### src/rtl/lr35902_ppu_pkg.sv
// lr35902_ppu_pkg: shared PPU types and constants for the object search and line buffer.
package lr35902_ppu_pkg;
    localparam int OAM_NUM_OBJ  = 40;
    localparam int OBJ_PER_LINE = 10;
    localparam int OBJ_Y_OFS    = 16;

    typedef struct packed {
        logic       valid;
        logic [5:0] idx;
        logic [7:0] x;
        logic [3:0] line;
    } obj_slot_t;

    typedef enum logic {S_IDLE, S_SCAN} scan_state_t;
endpackage

### src/rtl/lr35902_obj_buffer.sv
// lr35902_obj_buffer: per-line object slots with an X-match priority lookup and consume-clear.
module lr35902_obj_buffer
    import lr35902_ppu_pkg::*;
#(
    parameter int MAX_LINE = OBJ_PER_LINE
) (
    input  logic       clk,
    input  logic       reset,
    input  logic       clear,
    input  logic       we,
    input  logic [3:0] wslot,
    input  obj_slot_t  wdata,
    input  logic [7:0] x_pos,
    input  logic       consume,
    output logic       hit,
    output logic [5:0] hit_idx,
    output logic [3:0] hit_line
);
    obj_slot_t  slots [MAX_LINE];
    logic [3:0] sel;

    // Scan from the top so the lowest slot (lowest OAM index) wins.
    always_comb begin
        hit = 1'b0;
        sel = '0;
        for (int k = MAX_LINE - 1; k >= 0; k--)
            if (slots[k].valid && slots[k].x == x_pos) begin
                hit = 1'b1;
                sel = 4'(k);
            end
    end

    assign hit_idx  = slots[sel].idx;
    assign hit_line = slots[sel].line;

    always_ff @(posedge clk or posedge reset)
        if (reset)
            for (int k = 0; k < MAX_LINE; k++) slots[k] <= '0;
        else if (clear)
            for (int k = 0; k < MAX_LINE; k++) slots[k].valid <= 1'b0;
        else begin
            if (we) slots[wslot] <= wdata;
            if (consume) slots[sel].valid <= 1'b0;
        end
endmodule

### src/rtl/lr35902_oam_scan.sv
// lr35902_oam_scan: mode-2 OAM search; picks the first objects overlapping LY into a line buffer.
module lr35902_oam_scan
    import lr35902_ppu_pkg::*;
#(
    parameter int NUM_OBJ  = OAM_NUM_OBJ,
    parameter int MAX_LINE = OBJ_PER_LINE
) (
    input  logic        clk,
    input  logic        reset,
    input  logic        start,
    input  logic [7:0]  ly,
    input  logic        obj_size,
    output logic [7:0]  oam_adr,
    output logic        oam_read,
    input  logic [15:0] oam_dout16,
    output logic        busy,
    output logic        done,
    output logic [3:0]  count,
    input  logic [7:0]  x_pos,
    output logic        hit,
    output logic [5:0]  hit_idx,
    output logic [3:0]  hit_line,
    input  logic        consume
);
    scan_state_t state;
    logic [5:0]  i;
    logic        phase;
    logic [8:0]  d;
    logic        match, store, buf_hit;

    // 9-bit math: a Y below the line wraps d past 255, so it never matches.
    assign d     = {1'b0, ly} + 9'(OBJ_Y_OFS) - {1'b0, oam_dout16[7:0]};
    assign match = d < (obj_size ? 9'd16 : 9'd8);
    assign store = state == S_SCAN && phase && match && count < 4'(MAX_LINE);
    assign hit   = buf_hit && !busy;

    lr35902_obj_buffer #(.MAX_LINE(MAX_LINE)) u_buf (
        .clk     (clk),
        .reset   (reset),
        .clear   (start),
        .we      (store),
        .wslot   (count),
        .wdata   ('{valid: 1'b1, idx: i, x: oam_dout16[15:8], line: d[3:0]}),
        .x_pos   (x_pos),
        .consume (consume && hit),
        .hit     (buf_hit),
        .hit_idx (hit_idx),
        .hit_line(hit_line)
    );

    always_ff @(posedge clk or posedge reset)
        if (reset) begin
            state    <= S_IDLE;
            busy     <= 1'b0;
            done     <= 1'b0;
            oam_read <= 1'b0;
            oam_adr  <= '0;
            count    <= '0;
            i        <= '0;
            phase    <= 1'b0;
        end else begin
            done <= 1'b0;
            if (start) begin
                state    <= S_SCAN;
                busy     <= 1'b1;
                count    <= '0;
                i        <= '0;
                phase    <= 1'b0;
                oam_read <= 1'b1;
                oam_adr  <= '0;
            end else if (state == S_SCAN) begin
                if (!phase) begin
                    phase    <= 1'b1;
                    oam_read <= 1'b0;
                end else begin
                    if (store) count <= count + 4'd1;
                    if (i == 6'(NUM_OBJ - 1)) begin
                        state <= S_IDLE;
                        busy  <= 1'b0;
                        done  <= 1'b1;
                    end else begin
                        i        <= i + 6'd1;
                        phase    <= 1'b0;
                        oam_read <= 1'b1;
                        oam_adr  <= {i + 6'd1, 2'b00};
                    end
                end
            end
        end
endmodule

### config.mk
export PLATFORM = sky130hd
export DESIGN_NAME = lr35902_oam_scan
export DESIGN_NICKNAME = d
export VERILOG_FILES = /design/src/rtl/lr35902_ppu_pkg.sv /design/src/rtl/lr35902_obj_buffer.sv /design/src/rtl/lr35902_oam_scan.sv
export SDC_FILE = /design/constraint.sdc
export NUM_CORES = 1
export LEC_CHECK = 0
export CAP_MARGIN = 20
export CORE_ASPECT_RATIO = 1.75
export CORE_MARGIN = 4
export CORE_UTILIZATION = 50
export DETAILED_ROUTE_END_ITERATION = 12
export PLACE_DENSITY = 0.66
export SLEW_MARGIN = 20
export SYNTH_ARGS = -nofsm -noshare
export SYNTH_HDL_FRONTEND = slang
export SYNTH_SLANG_ARGS = --single-unit
### constraint.sdc
create_clock -name clk -period 9.7 [get_ports clk]
set_input_delay 1.94 -clock clk [delete_from_list [all_inputs] [get_ports clk]]
set_output_delay 1.94 -clock clk [all_outputs]
set_load 0.02 [all_outputs]
# After elaboration in Yosys (flattened, before gate mapping)
# Index checks and enable logic that the tools add are counted.
[op_classes]
addsub = 4
order_cmp = 6
n_mux = 74
bitwise_logic = 2
n_reduce_logical = 26
eq_ne = 13
[op_table]
columns = ["cell", "n"]
rows = [
  ["$mux 190", 3],
  ["$bwmux 190", 2],
  ["$demux 19 s4", 2],
  ["$eq 8x8->1", 10],
  ["$bmux 19 s4", 1],
  ["$mux 4", 14],
  ["$mux 1", 39],
  ["$mux 19", 2],
  ["$mux 18", 2],
  ["$mux 8", 4],
  ["$mux 6", 4],
  ["$logic_and 1x1->1", 17],
  ["$ge 5x5->1 const B", 2],
  ["$lt 5x1->1 const B", 2],
  ["$not 4->5", 2],
  ["$add 8x5->9 const B", 1],
  ["$lt 9x5->1", 1],
  ["$reduce_and 3->1", 3],
  ["$sub 9x8->9", 1],
  ["$reduce_bool 2->1", 4],
  ["$add 6x1->6 const B", 1],
  ["$eq 6x6->1 const B", 1],
  ["$mux 5", 1],
  ["$add 4x1->4 const B", 1],
  ["5 further kinds", 5],
]
[word_totals]
wordCells = 173
inputBits = 37
out_inout_bits = 26
register_bits = 213

# Depth between registers and ports, before layout
[logic_depth]
depth_word = 20
mapped_depth = 17
ltp_nobuf = 15

# Hierarchy
# From an unflattened synthesis, not the netlist that was laid out.
[hier_totals]
cells_unflattened = 933
hier_area_um2 = 11020.6
[by_module_without_submodules]
columns = ["module", "area_each_um2", "instances", "cells_per_inst"]
rows = [
  ["lr35902_obj_buffer", 9735.6, 1, 788],
  ["lr35902_oam_scan", 1285.0, 1, 145],
]

# Worst setup path after synthesis
# No wires, ideal clock.
[synth_timing]
kind = "input to output"
start = "in x_pos[2]"
end = "out hit_line[0]"
required_time_ns = 7.760
path_buffers = 2
setup_slack_ns = 3.654
stages = 10
arrival_ns = 4.106
path_cell_list = "buf_6 xnor2_1 nand3_1 nor3_2 a211oi_1 or3_4 a221o_1 buf_6 mux2_4 a221o_1"
[synth_between]
elab_chain_cells = 16
word_cells_on_any_way = 34
cone_classes = "10 x eq/ne; 13 x mux; 1 x bitwise; 10 x reduce/logical"
[synth_lines]
columns = ["element", "line_no", "rtl"]
rows = [
  ["start, declared", "lr35902_oam_scan.sv:19", "input logic [7:0] x_pos,"],
  ["$eq 8x8->1", "lr35902_obj_buffer.sv:27", "if (slots[k].valid && slots[k].x == x_pos) begin"],
  ["$logic_and 1x1->1", "lr35902_obj_buffer.sv:27", ""],
  ["$mux 4 (9 in a row)", "lr35902_obj_buffer.sv:27", ""],
  ["$mux 4 *", "lr35902_obj_buffer.sv:27", ""],
  ["$not 4->5 (not written as such) *", "lr35902_obj_buffer.sv:34", "assign hit_line = slots[sel].line;"],
  ["$bmux 19 s4 *", "lr35902_obj_buffer.sv:34", ""],
  ["$mux 18 * (2 in a row)", "n/a", ""],
  ["end, declared", "lr35902_oam_scan.sv:22", "output logic [3:0] hit_line,"],
]
# Mark *: on every way between the ends. The rest lies on a longest branch, timed or not. The select of a mux whose other input is x is not followed.

# Worst setup path after layout
[layout_timing]
start = "in x_pos[4]"
end = "out hit_idx[3]"
[layout_between]
elab_chain_cells = 16
word_cells_on_any_way = 34
cone_classes = "10 x eq/ne; 13 x mux; 1 x bitwise; 10 x reduce/logical"
[layout_lines]
columns = ["element", "line_no", "rtl"]
rows = [
  ["$eq 8x8->1", "lr35902_obj_buffer.sv:27", ""],
  ["$logic_and 1x1->1", "lr35902_obj_buffer.sv:27", ""],
  ["$mux 4 (9 in a row)", "lr35902_obj_buffer.sv:27", ""],
  ["$mux 4 *", "lr35902_obj_buffer.sv:27", ""],
  ["$not 4->5 (not written as such) *", "lr35902_obj_buffer.sv:33", "assign hit_idx = slots[sel].idx;"],
  ["$bmux 19 s4 *", "lr35902_obj_buffer.sv:33", ""],
  ["$mux 18 (not written as such) * (2 in a row)", "lr35902_obj_buffer.sv:33", ""],
  ["end, declared", "lr35902_oam_scan.sv:21", "output logic [5:0] hit_idx,"],
]
# Marked as above.

==> impl_metrics.yaml <==
critical_path:
  critPathMaxFanout: 22
  arrival_ns: 6.06
  critPathKind: "input pin to output pin"
  required_ns: 7.76
  crit_path_end_kind: "output pin"
  cp-start-kind: "input pin"
  cp-startpoint: "x_pos[4]"
  worst-r2r-setup-slack_ns: 6.48
logic_synthesis:
  ys_ff_latch: 205
  avgSynthCellArea_um2: 11.2
  synth_cell_types: 59
  ys_seq_area_share_pct: 48.7
  synthAdderAreaFrac_pct: 2.69
  synth-compound-area-share_pct: 7.05
  synth_top_family_by_area: "multiplexers"
  synth_flop_cell: "dfrtp_1"
  yosys_warnings: 0
  synth_area_um2: 10500
  synth_edf_count: 0
  async_flop_share_pct: 100
  synth_cells: 936
  synth-xor-area-share_pct: 7.99
  synth-simple-area-share_pct: 12.5
  synth_mux_area_share_pct: 17.4
route:
  num_vias: 7229
  via_per_inst: 5.82
  wl_per_cell_um: 22.4
  remaining_drc_errors: 0
  firstDrtPassIters: 6
  finalWirelength_um: 27800
  drt_iter0_drc: 408
  ant_nets: 0
sta:
  slew_violations: 0
  fmax_ghz: 0.125
  setup_tns_ns: 0
  finalCriticalPeriod_ns: 8.00
  relSlewSlack_pct: 40.6
  grt_setup_unrepaired: "false"
  period_share_pct: 82.4
  finalHoldViolCount: 0
  tightest_slew_ns: 0.886
  finalSetupViolCount: 0
  finalClockSkew_ns: 0.0172
power_and_ir_drop:
  report.power.total_mw: 1.89
  p_switching_mw: 0.456
  leakage_nw: 5.51
  pwr-share-clk_pct: 42.8
  peakVddDrop_mv: 0.171
  comb_power_share_pct: 10.1
  pwr-share-seq_pct: 47.1
  p_int_mw: 1.43
  sw_frac_of_total_pct: 24.1
  p_per_area_nw_per_um2: 158
clock_network:
  cts-htree-levels: 1
  cts_tree: "yes"
  cts.sinks: 205
  cts_setup_buffers: 0
  clk_path_buf_depth: 3
  cts-hold-fix-buffers: 0
  cts-root-buf: "clkbuf_16"
  clock_latency_ns: 0.50
  cts.clk_slew.worst_paths_ns: 0.06
  cts_resized: 0
  cts_inserted_buffers: 20
layout:
  final_nets: 1036
  fin_area_um2: 12000
  final_common_cell: "dfrtp_1"
  antennaDiodeCount: 0
  area_delta_synth_final_pct: 13.8
  layout-drive-gt1-share_pct: 23.7
  final_cell_mix: "dfrtp_1, mux2_2, nand2_1, xnor2_1, clkdlybuf4s50_1"
  postLayoutCoreUtil_pct: 57.5
place:
  place_congestion: 0.945
  port_buffers: 60
  placed_area_um2: 11300
  place_hpwl_um: 19800
die:
  core_region_area_um2: 20800
  start_util_pct: 50.5
  die_w_um: 118
  die_area_um2: 23500
  io_pins: 63
  rows: 70
  chipHeight_um: 200
global_route:
  grtUsageTotal_pct: 23.7
  grt_overflow: 0
  grt_max_degree: 128
  grt_pass1_wl_um: 43100
  antenna_found_initial: 0
  first_global_vias: 7392
status:
  status: "finished, final reports clean"
min_path:
  hold_path_class: "flip-flop to flip-flop"
run:
  maxCapViolCount: 0
kinds of logic (layout without fill, tap and decap cells):
kind of cell / count (synthesis) / in the layout
simple gates: 263 / 263
flops: 205 / 205
mux: 163 / 163
compound gates: 112 / 112
xor+xnor: 90 / 90
buf+inv: 80 / 134
fa+ha+maj: 22 / 22
other cells: 1 / 2
final cells by class:
class	instances	area, µm²
Inverter	21	86.3
Clock inverter	6	61.3
Fill cell	1812	8860
Tap cell	252	315
Timing Repair Buffer	77	732
Sequential cell	205	5130
Multi-Input combinational cell	652	5030
Clock buffer	30	629
per-stage QoR:
stage          setup WS, ns  instances  hold slack (ns)
2_1_floorplan          2.16        937            0.442
3_3_place_gp           1.69       1207            0.455
3_5_place_dp           1.68       1207            0.466
4_1_cts                1.67       1243            0.480
5_1_grt                1.42       1243            0.500
6_report               1.70       1243            0.477
critical path: stages:
cell and delay (ns):
clkdlybuf4s50_1 0.76, xnor2_1 0.45, nand3_1 0.17, nor3_2 0.45, nor2_1 0.10, buf_4 0.24, nand2_1 0.19, a21oi_4 0.09
nor3_2 0.74, nand2_1 0.12, o211ai_1 0.14, clkdlybuf4s50_1 0.64
final timing paths:
check,endpoint,cells after the start
worst max-delay path,hit_idx[3],12
worst min-delay path,flip-flop,2
worst max register to register,u_buf.slots[75],8
worst min register to register,flip-flop,2
max in group asynchronous,asynchronous set/reset pin,3
min in group asynchronous,asynchronous set/reset pin,2
power by group through the flow:
| stage | sequential, mW | combinational [mW] | clock (mW) |
|---|---|---|---|
| 6_report | 0.890 | 0.190 | 0.809 |
| 2_1_floorplan | 0.902 | 0.130 | 0 |
| 3_3_place_gp | 0.905 | 0.193 | 0 |
| 3_5_place_dp | 0.906 | 0.194 | 0 |
| 5_1_grt | 0.892 | 0.210 | 0.858 |
| 4_1_cts | 0.890 | 0.194 | 0.826 |
synth_stat cells (12+ instances only):
library cell,count,share of area (%)
nor3_1,27,1.3
dfrtp_1,205,49
nand3_1,40,1.9
a31oi_1,14,0.83
mux2_2,156,17
o21ai_0,46,2.2
xnor2_1,71,5.9
nand4_1,23,1.4
inv_1,21,0.75
clkbuf_1,31,1.1
nand2_1,89,3.2
buf_1,16,0.57
ha_1,21,2.5
xor2_1,12,1.0
nor2_1,33,1.2
layer usage:
metal / part of all wire [%] / up-vias / track usage (%)
li1: - / 3385 / -
met1: 37 / 3658 / 26.1
met2: 57 / 143 / 47.0
met3: 3.3 / 43 / 2.45
met4: 3.2 / 0 / 8.26
met5: 0 / - / 0
Note: power is estimated with default switching activity, not from simulation.
